**src/rtl/spi_imu_responder.sv**
```systemverilog
// SPI mode-0 responder standing in for the JB IMU: returns a status byte during
// the command byte, then streams a snapshot of nine 16-bit sensor words MSB first.
module spi_imu_responder #(
    parameter logic [7:0] STATUS_BYTE  = 8'hA5,
    parameter logic [7:0] CMD_READ_ALL = 8'h01
) (
    input  logic        clock,
    input  logic        reset,
    input  logic        ss,
    input  logic        sck,
    input  logic        mosi,
    output logic        miso,
    input  logic [15:0] roll,
    input  logic [15:0] pitch,
    input  logic [15:0] yaw,
    input  logic [15:0] roll_rate,
    input  logic [15:0] pitch_rate,
    input  logic [15:0] yaw_rate,
    input  logic [15:0] accel_x,
    input  logic [15:0] accel_y,
    input  logic [15:0] accel_z,
    output logic [7:0]  cmd,
    output logic        cmd_valid,
    output logic        frame_done,
    output logic        busy
);

    localparam int unsigned BYTE_W  = 8;
    localparam int unsigned WORD_W  = 16;
    localparam int unsigned N_WORDS = 9;
    localparam logic [4:0]  LAST_DATA_IDX = 5'd18;
    localparam logic [4:0]  SAT_IDX       = 5'd19;

    typedef enum logic [1:0] {IDLE, CMD, STREAM, FILL} state_e;

    state_e                          state_q, state_d;
    logic                            ss_meta_q, ss_sync_q, ss_dly_q;
    logic                            ss_meta_d, ss_sync_d, ss_dly_d;
    logic                            sck_meta_q, sck_sync_q, sck_dly_q;
    logic                            sck_meta_d, sck_sync_d, sck_dly_d;
    logic                            mosi_meta_q, mosi_sync_q;
    logic                            mosi_meta_d, mosi_sync_d;
    logic [BYTE_W-1:0]               rx_shift_q, rx_shift_d;
    logic [BYTE_W-1:0]               tx_shift_q, tx_shift_d;
    logic [2:0]                      bit_cnt_q, bit_cnt_d;
    logic [4:0]                      byte_idx_q, byte_idx_d;
    logic                            rise_seen_q, rise_seen_d;
    logic [N_WORDS-1:0][WORD_W-1:0]  snap_q, snap_d;
    logic [BYTE_W-1:0]               cmd_q, cmd_d;
    logic                            cmd_valid_q, cmd_valid_d;
    logic                            frame_done_q, frame_done_d;
    logic                            busy_q, busy_d;
    logic                            miso_q, miso_d;

    logic                            ss_fall, ss_rise, sck_rise, sck_fall;
    logic [BYTE_W-1:0]               rx_byte;
    logic [WORD_W-1:0]               cur_word;
    logic [BYTE_W-1:0]               stream_byte;

    assign ss_fall  = ss_dly_q & ~ss_sync_q;
    assign ss_rise  = ~ss_dly_q & ss_sync_q;
    assign sck_rise = ~sck_dly_q & sck_sync_q;
    assign sck_fall = sck_dly_q & ~sck_sync_q;
    assign rx_byte  = {rx_shift_q[6:0], mosi_sync_q};

    // Data byte k (1..18) is selected by byte_idx = k-1; roll sits in the top word.
    always_comb begin
        case (byte_idx_q[4:1])
            4'd0:    cur_word = snap_q[8];
            4'd1:    cur_word = snap_q[7];
            4'd2:    cur_word = snap_q[6];
            4'd3:    cur_word = snap_q[5];
            4'd4:    cur_word = snap_q[4];
            4'd5:    cur_word = snap_q[3];
            4'd6:    cur_word = snap_q[2];
            4'd7:    cur_word = snap_q[1];
            default: cur_word = snap_q[0];
        endcase
        stream_byte = byte_idx_q[0] ? cur_word[7:0] : cur_word[15:8];
    end

    always_comb begin
        state_d      = state_q;
        ss_meta_d    = ss;
        ss_sync_d    = ss_meta_q;
        ss_dly_d     = ss_sync_q;
        sck_meta_d   = sck;
        sck_sync_d   = sck_meta_q;
        sck_dly_d    = sck_sync_q;
        mosi_meta_d  = mosi;
        mosi_sync_d  = mosi_meta_q;
        rx_shift_d   = rx_shift_q;
        tx_shift_d   = tx_shift_q;
        bit_cnt_d    = bit_cnt_q;
        byte_idx_d   = byte_idx_q;
        rise_seen_d  = rise_seen_q;
        snap_d       = snap_q;
        cmd_d        = cmd_q;
        cmd_valid_d  = 1'b0;
        frame_done_d = 1'b0;

        // Deselect overrides any coincident sck edge and drops the partial byte.
        if (ss_rise) begin
            state_d    = IDLE;
            tx_shift_d = '0;
            rx_shift_d = '0;
            bit_cnt_d  = '0;
        end else begin
            case (state_q)
                IDLE: begin
                    if (ss_fall) begin
                        snap_d      = {roll, pitch, yaw, roll_rate, pitch_rate,
                                       yaw_rate, accel_x, accel_y, accel_z};
                        tx_shift_d  = STATUS_BYTE;
                        rx_shift_d  = '0;
                        bit_cnt_d   = '0;
                        byte_idx_d  = '0;
                        rise_seen_d = 1'b0;
                        state_d     = CMD;
                    end
                end
                default: begin
                    if (sck_rise) begin
                        rx_shift_d  = rx_byte;
                        bit_cnt_d   = bit_cnt_q + 3'd1;
                        rise_seen_d = 1'b1;
                        if (bit_cnt_q == 3'd7) begin
                            if (state_q == CMD) begin
                                cmd_d       = rx_byte;
                                cmd_valid_d = 1'b1;
                                state_d     = (rx_byte == CMD_READ_ALL) ? STREAM : FILL;
                            end else if (state_q == STREAM && byte_idx_q == LAST_DATA_IDX) begin
                                frame_done_d = 1'b1;
                                state_d      = FILL;
                            end
                        end
                    end else if (sck_fall) begin
                        if (bit_cnt_q == 3'd0 && rise_seen_q) begin
                            tx_shift_d = (state_q == STREAM) ? stream_byte : '0;
                            byte_idx_d = (byte_idx_q == SAT_IDX) ? SAT_IDX : byte_idx_q + 5'd1;
                        end else begin
                            tx_shift_d = {tx_shift_q[6:0], 1'b0};
                        end
                    end
                end
            endcase
        end

        busy_d = (state_d != IDLE);
        miso_d = (state_d != IDLE) & tx_shift_d[7];
    end

    // ss synchronisers clear to "selected" so a reset while ss is low cannot look like a new frame start.
    always_ff @(posedge clock) begin
        if (reset) begin
            state_q      <= IDLE;
            ss_meta_q    <= 1'b0;
            ss_sync_q    <= 1'b0;
            ss_dly_q     <= 1'b0;
            sck_meta_q   <= 1'b0;
            sck_sync_q   <= 1'b0;
            sck_dly_q    <= 1'b0;
            mosi_meta_q  <= 1'b0;
            mosi_sync_q  <= 1'b0;
            rx_shift_q   <= '0;
            tx_shift_q   <= '0;
            bit_cnt_q    <= '0;
            byte_idx_q   <= '0;
            rise_seen_q  <= 1'b0;
            snap_q       <= '0;
            cmd_q        <= '0;
            cmd_valid_q  <= 1'b0;
            frame_done_q <= 1'b0;
            busy_q       <= 1'b0;
            miso_q       <= 1'b0;
        end else begin
            state_q      <= state_d;
            ss_meta_q    <= ss_meta_d;
            ss_sync_q    <= ss_sync_d;
            ss_dly_q     <= ss_dly_d;
            sck_meta_q   <= sck_meta_d;
            sck_sync_q   <= sck_sync_d;
            sck_dly_q    <= sck_dly_d;
            mosi_meta_q  <= mosi_meta_d;
            mosi_sync_q  <= mosi_sync_d;
            rx_shift_q   <= rx_shift_d;
            tx_shift_q   <= tx_shift_d;
            bit_cnt_q    <= bit_cnt_d;
            byte_idx_q   <= byte_idx_d;
            rise_seen_q  <= rise_seen_d;
            snap_q       <= snap_d;
            cmd_q        <= cmd_d;
            cmd_valid_q  <= cmd_valid_d;
            frame_done_q <= frame_done_d;
            busy_q       <= busy_d;
            miso_q       <= miso_d;
        end
    end

    assign miso       = miso_q;
    assign cmd        = cmd_q;
    assign cmd_valid  = cmd_valid_q;
    assign frame_done = frame_done_q;
    assign busy       = busy_q;

endmodule

```
**config.mk**
```make
export PLATFORM = sky130hd
export DESIGN_NAME = spi_imu_responder
export DESIGN_NICKNAME = d
export VERILOG_FILES = /design/src/rtl/spi_imu_responder.sv
export SDC_FILE = /design/constraint.sdc
export NUM_CORES = 1
export LEC_CHECK = 0
export CORE_ASPECT_RATIO = 1.1
export CORE_UTILIZATION = 39
export DETAILED_ROUTE_END_ITERATION = 7
export GPL_TIMING_DRIVEN = 0
export HOLD_SLACK_MARGIN = 0.1
export PLACE_DENSITY = 0.65
export SETUP_SLACK_MARGIN = 0.3
export SLEW_MARGIN = 25
export SYNTH_ARGS = -nofsm -noshare
export SYNTH_HDL_FRONTEND = slang
export SYNTH_SLANG_ARGS = --single-unit
```
**constraint.sdc**
```tcl
create_clock -name clock -period 3.6 [get_ports clock]
set_clock_uncertainty 0.2 [all_clocks]
set_input_delay 0.72 -clock clock [delete_from_list [all_inputs] [get_ports clock]]
set_output_delay 0.72 -clock clock [all_outputs]
set_load 0.02 [all_outputs]
```
==> results of run 1 <==
worst min-delay path by stage:
stage	from	slack, ns	to
6_report	ss_meta_q	0.24	ss_dly_d
5_1_grt	sck_meta_q	0.27	sck_dly_d
4_1_cts	ss_meta_q	0.25	ss_dly_d
3_5_place_dp	sck_meta_q	0.23	sck_dly_d
3_3_place_gp	ss_meta_q	0.22	ss_dly_d
2_1_floorplan	mosi_meta_q	0.21	mosi_sync_q
final cells by class:
| class | count | area share |
|---|---|---|
| Multi-Input combinational cell | 727 | 0.370 |
| Sequential cell | 190 | 0.356 |
| Timing Repair Buffer | 159 | 0.149 |
| Clock buffer | 18 | 0.0411 |
| Buffer | 79 | 0.0374 |
| Tap cell | 256 | 0.0300 |
| Clock inverter | 14 | 0.0136 |
| Inverter | 8 | 0.00281 |
metrics by stage:
| stage | hold WS (ns) | area [um2] | setup WS, ns | utilization | power, uW |
|---|---|---|---|---|---|
| after global routing | 0.267 | 10700 | 1.02 | 0.519 | 4490 |
| after detailed placement | 0.233 | 10100 | 1.02 | 0.491 | 2550 |
| final | 0.244 | 10700 | 1.07 | 0.519 | 4370 |
| after floorplan | 0.214 | 8190 | 1.48 | - | 2320 |
| after CTS | 0.253 | 10700 | 1.16 | 0.519 | 4380 |
| after global placement | 0.220 | 10100 | 1.02 | 0.491 | 2540 |
worst max-delay path: stages, from the launching register on:
cell	delay, ns
dfxtp_1	0.44
nor3b_1	0.30
nor2b_1	0.44
buf_2	0.43
buf_2	0.28
nand2_1	0.20
a21oi_1	0.16
routing by layer:
metal | vias up | wire length (um)
li1 | 3821 | -
met1 | 3756 | 11800
met2 | 279 | 13800
met3 | 44 | 1570
met4 | 0 | 982
met5 | - | 0
synthesized netlist by cell type, drive strengths merged (6+ instances only):
cell,count
a21oi,180
a31oi,6
nor2,29
a22o,6
mux4,8
mux2,15
inv,8
o21ai,9
nand2,308
nand3b,8
a22oi,14
nor3,6
a221oi,12
nand3,12
dfxtp,190
mux2i,15
buf,47
clkbuf,32
nor2b,18
power by group through the flow:
stage,sequential [uW],clock [uW],combinational [uW]
floorplan,2200,0,115
global placement,2210,0,332
detailed placement,2210,0,333
CTS,2160,1890,334
global route,2170,1970,360
finish,2160,1870,334
placed cells by master, fill, tap and decap left out, types with 15 or more instances in the layout:
cell type	synthesis	layout
dfxtp_1	190	190
mux2_2	15	15
clkbuf_16	0	17
nor2_1	27	27
nor2b_1	18	18
buf_2	34	34
mux2i_1	15	15
a21oi_1	180	180
clkdlybuf4s50_1	0	159
clkbuf_1	32	32
nand2_1	308	308
state kept, by name (all words and copies together) (netlist names):
register,flops
rx_shift_q,7
frame_done,1
snap_q,144
bit_cnt_q,3
ss_dly_d,1
sck_dly_d,1
tx_shift_q,8
cmd,8
ss_dly_q,1
mosi_sync_q,1
byte_idx_q,5
cmd_valid,1
busy,1
miso,1
sck_dly_q,1
state_q,2
sck_meta_q,1
rise_seen_q,1
ss_meta_q,1
mosi_meta_q,1
kinds of logic (layout without fill, tap and decap cells):
kind of cell / after synthesis / count (layout) / share of synthesized area
adder cells (fa/ha/maj): 5 / 5 / 0.00764
multiplexers: 38 / 38 / 0.0610
AND/OR/NAND/NOR: 414 / 414 / 0.218
flip-flops: 190 / 190 / 0.464
buffers and inverters: 87 / 278 / 0.0524
AO/OA/AOI/OAI: 270 / 270 / 0.197
==> flow_metrics.env, run 1 <==
export IMPL_grt_busiest_layer="met2"
export IMPL_syn_nets=1158
export IMPL_antenna_found_initial=0
export IMPL_grt_pass1_wl_mm=42.4
export IMPL_htreeDepth=4
export IMPL_vias=7900
export IMPL_dieWidth_um=140
export IMPL_ys_flop_type="dfxtp_1"
export IMPL_cts_root_buffer_cell="clkbuf_16"
export IMPL_ctsHoldBuffers=0
export IMPL_switching_share=0.251
export IMPL_place_gp_congestion=0.950
export IMPL_place_hpwl_mm=21.4
export IMPL_power_density_mw_per_mm2=409
export IMPL_drtIter0Drc=569
export IMPL_hold_viol=0
export IMPL_cp_arrival_ns=2.70
export IMPL_synthesis_area_mm2=0.00819
export IMPL_whs_path_depth=1
export IMPL_groute_layer_met2_usage=0.450
export IMPL_slew_violations=0
export IMPL_status="finished, final reports clean"
export IMPL_core_mm2=0.0206
export IMPL_fillerInstances=1968
export IMPL_viasPerCell=5.44
export IMPL_synth_area_top_cells="dfxtp_1, nand2_1, a21oi_1"
export IMPL_place_inst=1419
export IMPL_die_area_mm2=0.0216
export IMPL_synth_edf_count=0
export IMPL_grt_use_met3=0.0448
export IMPL_clock_fmax_ghz=0.396
export IMPL_grt_usage=0.263
export IMPL_relSlewSlack=0.464
export IMPL_instances_no_fill=1451
export IMPL_worstSetupPathType="register to register"
export IMPL_seq_area_frac_synth=0.464
export IMPL_synthCells=1004
export IMPL_synth_cell_types=65
export IMPL_cp_endpoint="snap_q[31]"
export IMPL_drive_above_1_share=0.0921
export IMPL_routedWlPerCell_um=19.4
export IMPL_synth_async_reset_ratio=0
export IMPL_antenna_left=0
export IMPL_rrSetupSlack_ns=1.07
export IMPL_tns_ns=0
export IMPL_io_pins=161
export IMPL_syn_area_per_cell_um2=8.16
export IMPL_leakage_uw=0.00362
export IMPL_p_int_uw=3270
export IMPL_rsz0062_at_grt="no"
export IMPL_postCtsSetupRepairBufs=0
export IMPL_drc=0
export IMPL_min_period_over_period=0.702
export IMPL_synth_warnings=0
export IMPL_critPathRequiredTime_ns=3.77
export IMPL_overflow=0
export IMPL_ys_ff_latch=190
export IMPL_start_kind="register"
export IMPL_clkPwrFrac=0.428
export IMPL_cts_sinks=190
export IMPL_max_clock_path_buffers=2
export IMPL_syn_to_final_growth_pct=30.5
export IMPL_combPwrFrac=0.077
export IMPL_drv_cap=0
export IMPL_cts_resized=0
export IMPL_grt_pass1_vias=7681
export IMPL_synth_largest_type_area_fraction=0.464
export IMPL_crit_fanout=10
export IMPL_grt_max_degree=20
export IMPL_reg2reg_depth=6
export IMPL_clk_pin_slew_ns=0.07
export IMPL_endpoint_kind="register"
export IMPL_fin_nets=1336
export IMPL_p_seq_frac=0.496
export IMPL_worst_ir_drop_vdd_uv=281
export IMPL_multi_input_area_mm2=0.00396
export IMPL_met1_usage=0.326
export IMPL_fp_row_count=55
export IMPL_cts_tree="built"
export IMPL_drt_pass1_iter_count=5
export IMPL_diodes=0
export IMPL_die_y_um=154
export IMPL_worstReg2RegStart="ss_dly_q"
export IMPL_yosysTopAreaCell="dfxtp_1"
export IMPL_rr_endpoint="snap_q[31]"
export IMPL_setup_viol=0
export IMPL_seq_area_mm2=0.00380
export IMPL_crit_path_start="ss_dly_q"
export IMPL_wirelength_mm=28.2
export IMPL_clock_latency_ns=0.44
export IMPL_start_util=0.398
export IMPL_netSwitchingPower_uw=1100
export IMPL_cts_buffers=17
export IMPL_worst_pin_slew_ns=0.799
export IMPL_io_buffers=159
export IMPL_fin_crit_ns=2.53
export IMPL_hold_path_class="register to register"
Note: power is estimated with default switching activity, not from simulation.
==> run 2: changes to the inputs <==
--- a/config.mk
+++ b/config.mk
@@ -10,7 +10,7 @@
 export DETAILED_ROUTE_END_ITERATION = 7
 export GPL_TIMING_DRIVEN = 0
 export HOLD_SLACK_MARGIN = 0.1
-export PLACE_DENSITY = 0.65
+export PLACE_DENSITY = 0.67
 export SETUP_SLACK_MARGIN = 0.3
 export SLEW_MARGIN = 25
 export SYNTH_ARGS = -nofsm -noshare
==> constraint.sdc (replaced) <==
create_clock -name clock -period 2.26 [get_ports clock]
set_clock_uncertainty 0.2 [all_clocks]
set_input_delay 0.452 -clock clock [delete_from_list [all_inputs] [get_ports clock]]
set_output_delay 0.452 -clock clock [all_outputs]
set_load 0.02 [all_outputs]
==> flow_metrics.env, run 2 (synthesis results as in run 1) <==
export IMPL_die_y_um=154
export IMPL_fin_crit_ns=2.19
export IMPL_crit_path_start="byte_idx_q[2]"
export IMPL_htreeDepth=4
export IMPL_min_period_over_period=0.967
export IMPL_grt_usage=0.269
export IMPL_grt_pass1_wl_mm=43.3
export IMPL_critPathRequiredTime_ns=2.38
export IMPL_routedWlPerCell_um=21.5
export IMPL_cts_sinks=190
export IMPL_drtIter0Drc=545
export IMPL_layout_commonest_cell="nand2_1"
export IMPL_start_kind="register"
export IMPL_vias=8563
export IMPL_viasPerCell=5.67
export IMPL_crit_fanout=8
export IMPL_min_to="ss_dly_d"
export IMPL_p_total_uw=7310
export IMPL_cp_arrival_ns=2.30
export IMPL_worst_ir_drop_vdd_uv=556
export IMPL_io_pins=161
export IMPL_endpoint_kind="register"
export IMPL_antenna_left=0
export IMPL_hold_viol=0
export IMPL_leakage_uw=0.00459
export IMPL_clk_pin_slew_ns=0.07
export IMPL_dieWidth_um=140
export IMPL_top_register="snap_q"
export IMPL_slew_violations=0
export IMPL_reg2reg_depth=8
export IMPL_instances_no_fill=1509
export IMPL_start_util=0.398
export IMPL_grt_max_degree=19
export IMPL_place_gp_congestion=0.955
export IMPL_clock_latency_ns=0.45
export IMPL_io_buffers=159
export IMPL_crit_slowest_cell="mux4_2"
export IMPL_drive_above_1_share=0.362
export IMPL_largest_register_ff_count=144
export IMPL_status="finished, final reports clean"
export IMPL_final_cell_mix="nand2_1, dfxtp_1, clkdlybuf4s50_1, a21oi_2, nand2_4"
export IMPL_antenna_found_initial=0
export IMPL_drv_cap=0
export IMPL_setup_viol=0
export IMPL_clock_fmax_ghz=0.458
export IMPL_overflow=0
export IMPL_multi_input_area_mm2=0.00542
export IMPL_crit_buf_inv=3
export IMPL_fillerInstances=1552
export IMPL_place_hpwl_mm=21.5
export IMPL_cts_tree="built"
export IMPL_drt_pass1_iter_count=6
export IMPL_min_delay_start="ss_meta_q"
export IMPL_worst_pin_slew_ns=0.796
export IMPL_cts_root_buffer_cell="clkbuf_16"
export IMPL_hold_path_class="register to register"
export IMPL_worstSetupPathType="register to register"
export IMPL_critical_path_max_stage_delay_ns=0.58
export IMPL_fp_row_count=55
export IMPL_max_clock_path_buffers=2
export IMPL_path_common_cell="buf_12"
export IMPL_syn_to_final_growth_pct=62.3
export IMPL_diodes=0
export IMPL_cp_top_family="multiplexers"
export IMPL_drc=0
export IMPL_wirelength_mm=32.5
export IMPL_relSlewSlack=0.469
export IMPL_worstReg2RegStart="byte_idx_q[2]"
export IMPL_rsz0062_at_grt="yes"
export IMPL_cts_buffers=17
export IMPL_rrSetupSlack_ns=0.07
export IMPL_crit_chain="buf_8, buf_12, buf_12, mux4_2, mux2i_4, nand2_1, o2111ai_2, a31oi_1"
export IMPL_die_area_mm2=0.0216
export IMPL_fin_nets=1394
export IMPL_whs_path_depth=1
export IMPL_seq_area_mm2=0.00382
export IMPL_place_inst=1419
export IMPL_power_density_mw_per_mm2=550
export IMPL_core_mm2=0.0206
export IMPL_grt_pass1_vias=7671
export IMPL_rr_endpoint="tx_shift_q[2]"
==> run 2: changes by cell type in the layout (fill, tap and decap cells not counted), moves of 12 or more <==
cell and change:
nand2_1 -105, a21oi_1 -104, a21oi_2 +104, nand2_4 +84, buf_4 +36, buf_2 -26, nand2_2 +21, buf_12 +18
clkbuf_16 +14, clkbuf_1 -13, clkdlybuf4s50_1 -12, dlygate4sd2_1 +12
==> run 2: area by class of cell <==
type,count,area share
clock buffer,18,0.0323
tap,256,0.0241
inverter,8,0.00226
sequential,190,0.287
multi-input combinational,727,0.408
timing repair buffer,217,0.177
buffer,79,0.0562
clock inverter,14,0.0128
==> run 2: worst max-delay path by stage <==
stage	end	slack [ns]	depth (start not counted)
after detailed placement	tx_shift_q[2]	-0.20	8
after global routing	tx_shift_q[2]	0.06	8
after floorplan	byte_idx_q[3]	0.32	7
after global placement	tx_shift_q[2]	-0.19	8
final	tx_shift_q[2]	0.07	8
after CTS	tx_shift_q[2]	0.14	8
==> run 2: power by group <==
part | switching [uW] | internal, uW
logic | 314 | 397
clock network | 1460 | 1670
registers | 62.9 | 3400
total | 1830 | 5480
==> run 2: per-stage QoR <==
step	worst slack [ns]	utilization	setup TNS (ns)	cell area, um2	hold WS, ns
3_5_place_dp	-0.196	0.491	-6.02	10100	0.230
6_report	0.0745	0.646	0	13300	0.258
5_1_grt	0.0595	0.646	0	13300	0.266
3_3_place_gp	-0.189	0.491	-4.12	10100	0.215
4_1_cts	0.139	0.551	0	11300	0.246
2_1_floorplan	0.325	-	0	8200	0.214
==> run 2: layer usage <==
layer | global-route usage | wire length [um]
met5 | 0 | 0
met4 | 0.120 | 1680
met3 | 0.0371 | 1870
met2 | 0.464 | 16000
met1 | 0.334 | 12900
==> run 2: repair_timing <==
action | CTS | global route
setup buffers | 17 | 24
hold buffers | 0 | 0
pin swaps | 26 | 191
resized for setup | 132 | 394
setup endpoints to repair | 192 | 176
gates cloned | 3 | 14
==> run 3: changes to the inputs <==
--- a/config.mk
+++ b/config.mk
@@ -7,12 +7,14 @@
 export LEC_CHECK = 0
 export CORE_ASPECT_RATIO = 1.1
 export CORE_UTILIZATION = 39
+export CTS_CLUSTER_SIZE = 20
 export DETAILED_ROUTE_END_ITERATION = 7
 export GPL_TIMING_DRIVEN = 0
 export HOLD_SLACK_MARGIN = 0.1
 export PLACE_DENSITY = 0.67
 export SETUP_SLACK_MARGIN = 0.3
-export SLEW_MARGIN = 25
+export SLEW_MARGIN = 20
 export SYNTH_ARGS = -nofsm -noshare
 export SYNTH_HDL_FRONTEND = slang
 export SYNTH_SLANG_ARGS = --single-unit
+export TNS_END_PERCENT = 5
==> flow_metrics.env, run 3 (synthesis results as in run 1) <==
export IMPL_place_area_mm2=0.0101
export IMPL_setup_viol=0
export IMPL_dieWidth_um=140
export IMPL_ctsHoldBuffers=0
export IMPL_leakage_uw=0.00388
export IMPL_cts_sinks=190
export IMPL_fin_nets=1358
export IMPL_rsz0062_at_grt="yes"
export IMPL_io_buffers=159
export IMPL_largest_register_ff_count=144
export IMPL_fin_area_mm2=0.0114
export IMPL_final_cell_mix="nand2_1, dfxtp_1, a21oi_1, clkdlybuf4s50_1, clkbuf_1"
export IMPL_layout_commonest_cell="nand2_1"
export IMPL_utilization=0.555
export IMPL_crit_fanout=8
export IMPL_start_kind="register"
export IMPL_endpoint_kind="register"
export IMPL_top_register="snap_q"
export IMPL_antenna_found_initial=0
export IMPL_drc=0
export IMPL_cts_buffers=17
export IMPL_die_y_um=154
export IMPL_clock_fmax_ghz=0.460
export IMPL_drive_above_1_share=0.150
export IMPL_crit_buf_inv=3
export IMPL_slew_violations=0
export IMPL_cts_root_buffer_cell="clkbuf_16"
export IMPL_max_clock_path_buffers=2
export IMPL_hold_path_class="register to register"
export IMPL_cp_arrival_ns=2.29
export IMPL_path_common_cell="buf_12"
export IMPL_grt_pass1_vias=7644
export IMPL_routedWlPerCell_um=19.5
export IMPL_drt_pass1_iter_count=5
export IMPL_power_density_mw_per_mm2=622
export IMPL_crit_slowest_cell="mux4_2"
export IMPL_fin_ws_ns=0.0884
export IMPL_hold_slack_ns=0.240
export IMPL_clock_latency_ns=0.44
export IMPL_grt_max_degree=19
export IMPL_start_util=0.398
export IMPL_critical_path_max_stage_delay_ns=0.58
export IMPL_min_period_over_period=0.961
export IMPL_die_area_mm2=0.0216
export IMPL_fin_crit_ns=2.17
export IMPL_antenna_left=0
export IMPL_clk_pin_slew_ns=0.07
export IMPL_cp_top_family="multiplexers"
export IMPL_cts_tree="built"
export IMPL_worst_pin_slew_ns=0.830
export IMPL_overflow=0
export IMPL_vias=8016
export IMPL_worst_ir_drop_vdd_uv=544
export IMPL_crit_chain="buf_8, buf_12, buf_12, mux4_2, mux2i_4, nand2_1, o2111ai_2, a31oi_1"
export IMPL_dp_worst_setup_slack_ns=-0.196
export IMPL_relSlewSlack=0.447
export IMPL_syn_to_final_growth_pct=39.3
export IMPL_wirelength_mm=28.7
export IMPL_viasPerCell=5.44
export IMPL_critPathRequiredTime_ns=2.38
export IMPL_htreeDepth=4
export IMPL_fp_row_count=55
export IMPL_core_mm2=0.0206
export IMPL_drtIter0Drc=502
export IMPL_hold_viol=0
export IMPL_status="finished, final reports clean"
export IMPL_grt_pass1_wl_mm=43.1
export IMPL_drv_cap=0
export IMPL_place_hpwl_mm=21.5
export IMPL_worstSetupPathType="register to register"
export IMPL_io_pins=161
export IMPL_place_gp_congestion=0.955
export IMPL_grt_usage=0.269
export IMPL_diodes=0
run 3: changes by cell type in the layout (fill, tap and decap cells not counted), moves of 11 or more:
cell             change
nand2_4             -83
buf_12              -13
buf_4               -18
dlygate4sd2_1       -12
clkdlybuf4s50_1     +12
clkbuf_16           -12
a21oi_1            +102
nand2_1            +103
nand2_2             -20
a21oi_2            -102
buf_2               +11
run 3: final cells by class:
| type | count | area [um2] |
|---|---|---|
| inverter | 8 | 30.0 |
| clock buffer | 18 | 429 |
| buffer | 79 | 548 |
| multi-input combinational | 727 | 4250 |
| timing repair buffer | 181 | 1850 |
| sequential | 190 | 3810 |
| clock inverter | 14 | 170 |
| fill | 1863 | 9170 |
| tap | 256 | 320 |
run 3: path summary, 6_finish.rpt:
kind              slack, ns  cells past startpoint     startpoint             to
setup reg to reg       0.09                      8  byte_idx_q[2]  tx_shift_q[2]
setup / recovery       0.09                      8  byte_idx_q[2]  tx_shift_q[2]
hold reg to reg        0.24                      1      ss_meta_q       ss_dly_d
hold / removal         0.24                      1      ss_meta_q       ss_dly_d
run 3: timing repair:
item,CTS,global route
endpoints found under the setup margin,192,188
pin swaps,14,14
resized for setup,83,36
gates cloned,3,0
buffers inserted,15,4
run 3: through the flow:
stage               instances  setup TNS [ns]  power [uW]
finish                   1473               0        7100
global route             1473               0        7300
CTS                      1469               0        7110
detailed placement       1419           -6.02        4050
global placement         1419           -4.12        4050
floorplan                1004               0        3690
run 3: layer usage:
| metal | vias to the layer above | wire [um] | GRT usage |
|---|---|---|---|
| li1 | 3873 | - | - |
| met1 | 3752 | 12000 | 0.327 |
| met2 | 310 | 13800 | 0.448 |
| met3 | 81 | 1540 | 0.0464 |
| met4 | 0 | 1390 | 0.151 |
| met5 | - | 0 | 0 |
run 3: power by group:
group | internal (uW) | switching [uW] | total, uW | leakage, uW
clock network | 1670 | 1420 | 3090 | 0.000282
logic | 317 | 239 | 556 | 0.00206
registers | 3410 | 42.9 | 3450 | 0.00154
total | 5400 | 1700 | 7100 | 0.00388
